[config.mk]
export PLATFORM = sky130hd
export DESIGN_NAME = uart_fifo
export DESIGN_NICKNAME = d
export VERILOG_FILES = /design/src/rtl/uart_pkg.sv /design/src/rtl/uart_fifo_ctrl.sv /design/src/rtl/uart_fifo.sv
export SDC_FILE = /design/constraint.sdc
export NUM_CORES = 1
export LEC_CHECK = 0
export ABC_AREA = 0
export BUFFER_PORTS_ARGS = -buffer_cell sky130_fd_sc_hd__buf_2
export CORE_MARGIN = 1.5
export CORE_UTILIZATION = 64
export CTS_BUF_LIST = sky130_fd_sc_hd__clkbuf_2
export DETAILED_ROUTE_END_ITERATION = 12
export PLACE_DENSITY = 0.86
export SLEW_MARGIN = 20
export SYNTH_ARGS = -nofsm -noshare
export SYNTH_HDL_FRONTEND = slang
export SYNTH_SLANG_ARGS = --single-unit
[constraint.sdc]
create_clock -name clk -period 2.2 [get_ports clk]
set_input_delay 0.55 -clock clk [delete_from_list [all_inputs] [get_ports clk]]
set_output_delay 0.55 -clock clk [all_outputs]
set_load 0.02 [all_outputs]
[src/rtl/uart_pkg.sv]
// Shared UART constants used by uart_fifo, the UART blocks and interfaz.
package uart_pkg;

  localparam int unsigned UART_DATA_BITS      = 8;
  localparam int unsigned UART_FIFO_ADDR_BITS = 4;

endpackage

[src/rtl/uart_fifo_ctrl.sv]
// Pointer, flag and optional level bookkeeping for uart_fifo.
// Optional occupancy counter enabled by UART_FIFO_LEVEL_EN.
module uart_fifo_ctrl #(
  parameter int unsigned ADDR_BITS = 4
) (
  input  logic                 clk,
  input  logic                 reset,
  input  logic                 wr,
  input  logic                 rd,
  output logic                 empty,
  output logic                 full,
  output logic                 w_en_c,
  output logic [ADDR_BITS-1:0] w_addr,
  output logic [ADDR_BITS-1:0] r_addr
`ifdef UART_FIFO_LEVEL_EN
  ,
  output logic [ADDR_BITS:0]   level
`endif
);

  logic [ADDR_BITS-1:0] w_ptr, w_ptr_nxt, w_ptr_succ;
  logic [ADDR_BITS-1:0] r_ptr, r_ptr_nxt, r_ptr_succ;
  logic                 empty_nxt, full_nxt;
  logic                 wr_acc, rd_acc;

  // A write into a full FIFO is accepted only when a pop frees the head slot.
  assign rd_acc = rd & ~empty;
  assign wr_acc = wr & (~full | rd);

  assign w_ptr_succ = w_ptr + ADDR_BITS'(1);
  assign r_ptr_succ = r_ptr + ADDR_BITS'(1);

  assign w_en_c = wr_acc;
  assign w_addr = w_ptr;
  assign r_addr = r_ptr;

  always_comb begin
    w_ptr_nxt = w_ptr;
    r_ptr_nxt = r_ptr;
    empty_nxt = empty;
    full_nxt  = full;
    case ({wr_acc, rd_acc})
      2'b11: begin
        w_ptr_nxt = w_ptr_succ;
        r_ptr_nxt = r_ptr_succ;
      end
      2'b10: begin
        w_ptr_nxt = w_ptr_succ;
        empty_nxt = 1'b0;
        full_nxt  = (w_ptr_succ == r_ptr);
      end
      2'b01: begin
        r_ptr_nxt = r_ptr_succ;
        full_nxt  = 1'b0;
        empty_nxt = (r_ptr_succ == w_ptr);
      end
      default: ;
    endcase
  end

  always_ff @(posedge clk or negedge reset) begin
    if (!reset) begin
      w_ptr <= '0;
      r_ptr <= '0;
      empty <= 1'b1;
      full  <= 1'b0;
    end else begin
      w_ptr <= w_ptr_nxt;
      r_ptr <= r_ptr_nxt;
      empty <= empty_nxt;
      full  <= full_nxt;
    end
  end

`ifdef UART_FIFO_LEVEL_EN
  logic [ADDR_BITS:0] level_nxt;

  always_comb begin
    level_nxt = level;
    case ({wr_acc, rd_acc})
      2'b10:   level_nxt = level + (ADDR_BITS+1)'(1);
      2'b01:   level_nxt = level - (ADDR_BITS+1)'(1);
      default: ;
    endcase
  end

  always_ff @(posedge clk or negedge reset) begin
    if (!reset) level <= '0;
    else        level <= level_nxt;
  end
`endif

endmodule

[src/rtl/uart_fifo.sv]
// First-word fall-through byte FIFO between the UART and interfaz.
// Define UART_FIFO_LEVEL_EN to add the level occupancy output.
module uart_fifo
  import uart_pkg::*;
#(
  parameter int unsigned DATA_BITS = UART_DATA_BITS,
  parameter int unsigned ADDR_BITS = UART_FIFO_ADDR_BITS
) (
  input  logic                 clk,
  input  logic                 reset,
  input  logic                 wr,
  input  logic [DATA_BITS-1:0] w_data,
  input  logic                 rd,
  output logic [DATA_BITS-1:0] r_data,
  output logic                 empty,
  output logic                 full
`ifdef UART_FIFO_LEVEL_EN
  ,
  output logic [ADDR_BITS:0]   level
`endif
);

  localparam int unsigned DEPTH = 1 << ADDR_BITS;

  logic [DATA_BITS-1:0] mem [DEPTH];
  logic                 w_en_c;
  logic [ADDR_BITS-1:0] w_addr, r_addr;

  uart_fifo_ctrl #(
    .ADDR_BITS(ADDR_BITS)
  ) u_ctrl (
    .clk    (clk),
    .reset  (reset),
    .wr     (wr),
    .rd     (rd),
    .empty  (empty),
    .full   (full),
    .w_en_c (w_en_c),
    .w_addr (w_addr),
    .r_addr (r_addr)
`ifdef UART_FIFO_LEVEL_EN
    ,
    .level  (level)
`endif
  );

  // Storage is intentionally not reset; the flags alone define validity.
  always_ff @(posedge clk) begin
    if (w_en_c) mem[w_addr] <= w_data;
  end

  assign r_data = mem[r_addr];

endmodule

After elaboration in Yosys (flattened, before gate mapping)
Memories as Yosys holds them, arrays and structs flattened.
Index checks and enable logic that the tools add are counted.
{ "classes": {"muxes": 4, "n_eq_ne": 5, "n_reduce_logical": 3, "bitwise_logic": 5, "add_sub_neg": 2} }
{ "op_table": {"columns": ["cell", "count"], "rows": [
  ["$add 4x1->4 const B", 2],
  ["$eq 4x4->1", 2],
  ["$eq 2x2->1 const B", 2],
  ["$pmux 1 s2", 2],
  ["$reduce_or 2->1", 2],
  ["$and 1x1->1", 2],
  ["$eq 2x1->1 const B", 1],
  ["$mux 1", 2],
  ["$not 1->1", 2],
  ["$reduce_bool 2->1", 1],
  ["$or 1x1->1", 1]
]} }
{ "totals": {"inputBits": 12, "output_inout_bits": 10, "regBits": 10, "mem_bits_rw": 128, "n_memories": 1} }
{ "mem_list": {"columns": ["memory", "words", "width", "rd", "rd_clocked_by_memory_dff", "write_ports", "line_no", "text"], "rows": [
  ["mem", 16, 8, 1, 0, 1, "uart_fifo.sv:25", "logic [DATA_BITS-1:0] mem [DEPTH];"]
]} }

Logic depth before layout (Yosys ltp)
{ "logic_depth": {"depth_word": 5, "ltp_mapped": 7} }

Cells and area by module
A second synthesis with hierarchy kept.
{ "hier_totals": {"hier_cells": 266, "area_unflattened_um2": 5527.8} }
{ "modules_own_cells": {"columns": ["module", "instances", "area_each_um2", "cells_each"], "rows": [
  ["uart_fifo", 1, 4987.3, 221],
  ["uart_fifo_ctrl", 1, 540.5, 45]
]} }

Worst setup path after synthesis
Ideal clock, no wire load.
{ "synth_timing": {"path_kind": "flip-flop to output port", "startpoint": "register u_ctrl.r_ptr[1], in the netlist u_ctrl.r_addr[1]", "endpoint": "output r_data[6]", "path_stages_with_launch": 6, "required_time_ns": 1.650, "slack_ns": 0.147, "arrival_ns": 1.503, "path_cell_list": "dfrtp_1 > buf_6 > clkbuf_1 > mux4_2 > a22oi_1 > nand2_1"} }
{ "synth_between": {"elab_chain_cells": 1} }
{ "synth_lines": {"columns": ["element", "line_no", "text"], "rows": [
  ["start: declaration", "uart_fifo_ctrl.sv:22", "logic [ADDR_BITS-1:0] r_ptr, r_ptr_nxt, r_ptr_succ;"],
  ["start signal: assignment", "uart_fifo_ctrl.sv:69", "r_ptr <= r_ptr_nxt;"],
  ["$mem_v2 16x8", null, null],
  ["end: declaration", "uart_fifo.sv:14", "output logic [DATA_BITS-1:0] r_data,"]
]} }
Every way passes these cells.

Final worst setup path
{ "layout_timing": {"startpoint": "register u_ctrl.r_ptr[0], in the netlist u_ctrl.r_addr[0]", "endpoint": "output r_data[1]"} }
Same word-level chain as after synthesis.

==> results.py <==
metrics = {
    "outcome": {
        "outcome": "finished with violations",
        "violations": "negative setup slack",
    },
    "synthesis": {
        "syn_inst": 309,
        "synth_largest_area_cell": "edfxtp_1",
        "ys_warn_count": 0,
        "ys_ff_latch": 138,
        "synth_cell_type_count": 32,
        "synth_most_common_cell": "edfxtp_1",
        "synth_seq_area_share": 0.7252,
        "synth_top_area_frac": 0.6807,
        "synth_commonest_cells": "edfxtp_1, mux2i_1, nand2_1",
        "ys.flop_type": "edfxtp_1",
        "synth-async-reset-ratio": 0.07246,
        "syn_nets": 327,
        "netlist_area_sq_um": 5647,
        "syn_area_per_cell_sq_um": 18.27,
        "ys_top_cells_by_area": "edfxtp_1, mux4_2, mux2i_1",
        "synth-edff-count": 128,
    },
    "min_path": {
        "hold_path_class": "input port to register",
    },
    "grt": {
        "grt_pass1_wl_microns": 17460,
        "grt_max_degree": 20,
        "antenna_found_initial": 0,
        "grt_pass1_vias": 3155,
        "grtUsageTotal": 0.2585,
        "overflow": 0,
    },
    "placed_design": {
        "placed_cells": 448,
        "port_buffers": 21,
        "dp_slack_ps": -117.5,
        "dp_hpwl_microns": 6990,
        "gp_congestion": 0.8359,
    },
    "final_layout": {
        "seq_area_sq_um": 4096,
        "layout-drive-gt1-share": 0.3526,
        "nets": 385,
        "multi_input_area_sq_um": 1530,
        "nFillCells": 450,
        "n_antenna_cell": 0,
        "final_cells": 488,
        "syn_to_final_growth_pct": 16.22,
    },
    "sta": {
        "hold_viol": 0,
        "setup_slack_ps": -749.6,
        "finalMaxSlewViolations": 0,
        "worst_pin_slew_ps": 504.5,
        "rsz0062_at_grt": "yes",
        "fin_skew_ps": 25.32,
        "fin_crit_ps": 2950,
        "timing.final.crit_share": 1.341,
        "finalSetupViolations": 8,
        "max_freq_mhz": 339.0,
        "slew-limit-headroom": 0.6633,
    },
    "floorplanning": {
        "core-area_sq_um": 8636,
        "dieHeight_microns": 96.93,
        "die_area_sq_um": 9395,
        "fp.dieW_microns": 96.93,
        "num_rows": 34,
        "start_util": 0.6539,
        "boundaryPins": 22,
    },
    "power_and_ir_drop": {
        "power_mw": 8.843,
        "p_per_area_nw_per_um2": 1348,
        "vdd_drop_max_uv": 714.3,
        "p_leak_nw": 2.323,
    },
    "clock_tree": {
        "path_clk_slew_ps": 230,
        "clk_latency_ps": 680,
        "htree_levels": 4,
        "ctsLongestPathBuffers": 2,
        "cts_made_buffers": 17,
        "cts_sinks": 138,
        "cts_root_buffer": "clkbuf_2",
        "cts_tree": "done",
    },
    "route": {
        "drt_pass1_iterations": 5,
        "ant_nets": 0,
        "via_per_inst": 6.285,
        "vias": 3067,
        "wire_per_inst_microns": 23.27,
        "drc": 0,
        "routed_wirelength_microns": 11360,
        "drtIter0Drc": 358,
    },
    "worst_setup_path": {
        "crit_chain": "buf_12 > buf_16 > mux2i_1 > a221oi_2 > a22oi_1 > nand2_1 > buf_6",
        "endpoint_kind": "primary output",
        "cp_data_required_time_ps": 1650,
        "cp_data_arrival_time_ps": 2400,
        "start_kind": "register",
        "critPathMaxStageDelay_ps": 490,
        "crit_fanout": 15,
        "critical_path_class": "register to primary output",
        "crit_slowest_cell": "dfrtp_2",
    },
    "job": {
        "maxCapViolations": 0,
    },
}
-- what timing repair did --
item	in CTS	in global routing
cloned	1	1
buffers inserted	4	1
setup endpoints to repair	8	8
pin swaps	26	13
hold endpoints to repair	10	0
hold buffers	1	0
gates resized for setup	36	17
-- layout make-up --
type / count / share of cell area
inverters: 5 / 0.002860
flip-flops and latches: 138 / 0.6242
multi-input cells: 150 / 0.2332
clock buffers: 17 / 0.01296
well taps: 108 / 0.02059
repair buffers: 55 / 0.08160
clock inverters: 15 / 0.02459
-- layout by cell type, fill, tap and decap left out, types with 2 or more instances in the layout --
cell type	Yosys	routed
o21ai_0	9	3
buf_16	0	3
nand2_2	0	2
mux2i_1	32	26
nand3_1	2	2
clkinvlp_4	0	3
nor3_1	4	4
buf_2	5	13
buf_4	2	25
nand2b_1	2	2
a22oi_1	8	3
buf_6	5	8
a221oi_2	7	15
inv_6	0	7
ha_1	6	6
nand2_1	17	15
bufinv_16	0	2
xnor2_1	11	11
inv_1	5	5
clkbuf_2	0	17
buf_12	0	3
a22oi_2	0	5
o21ai_1	1	7
mux2i_2	0	6
xor2_1	4	4
mux4_2	15	15
nor2_1	14	14
dfrtp_1	9	8
edfxtp_1	128	128
nand4_1	2	2
-- path summary, 6_finish.rpt --
check,slack (ps),from,cells past startpoint,to
max,-750,u_ctrl.r_addr[0],7,r_data[1]
max reg2reg,410,u_ctrl.full,4,mem[3][2]
min,240,w_data[3],1,mem[5][3]
max in group asynchronous,1670,reset,2,u_ctrl.empty
min reg2reg,500,u_ctrl.empty,2,u_ctrl.empty
min in group asynchronous,270,reset,2,u_ctrl.full
-- report_power, final --
part / internal, mW / switching (mW)
combinational: 1.87 / 2.09
clock: 0.541 / 0.955
sequential: 3.19 / 0.196
-- metal layers --
layer  GRT usage  part of all wire
met1      0.3319              0.38
met2      0.4352              0.53
met3     0.05780             0.071
met4      0.1003             0.021
met5           0                 0
-- through the flow --
| step | util | instance area (sq um) | TNS [ps] | hold slack, ps |
|---|---|---|---|---|
| floorplan | - | 5647 | 0 | 254.4 |
| global placement | 0.6946 | 5998 | -9.468 | 432.6 |
| detailed placement | 0.6946 | 5998 | -346.1 | 436.3 |
| CTS | 0.7486 | 6465 | -5458 | 189.1 |
| global route | 0.7599 | 6563 | -6546 | 157.8 |
| finish | 0.7599 | 6563 | -5768 | 235.1 |
-- logic make-up (layout without fill, tap and decap cells) --
logic type,Yosys count,count (layout),synth area share
DFF,138,138,0.7252
muxes,49,49,0.1232
and+or+nand+nor,44,44,0.03412
AOI/OAI and AO/OA,36,36,0.05584
buffers and inverters,21,92,0.02504
xor gates and xnor gates,15,15,0.02327
adders and majority gates,6,6,0.01329
-- state kept, by name, summed over array words and instances, names as in the netlist --
signal         flops
u_ctrl.r_addr      4
u_ctrl.w_addr      4
mem              128
u_ctrl.empty       1
u_ctrl.full        1
-- worst max-delay path: cells and delay by family, from the launching register on --
family	cells	cell delay, ps
buf+inv	3	450
mux	1	130
simple gates	1	130
flops	1	490
compound gates	2	530
Power figures use the tool's default switching activity.
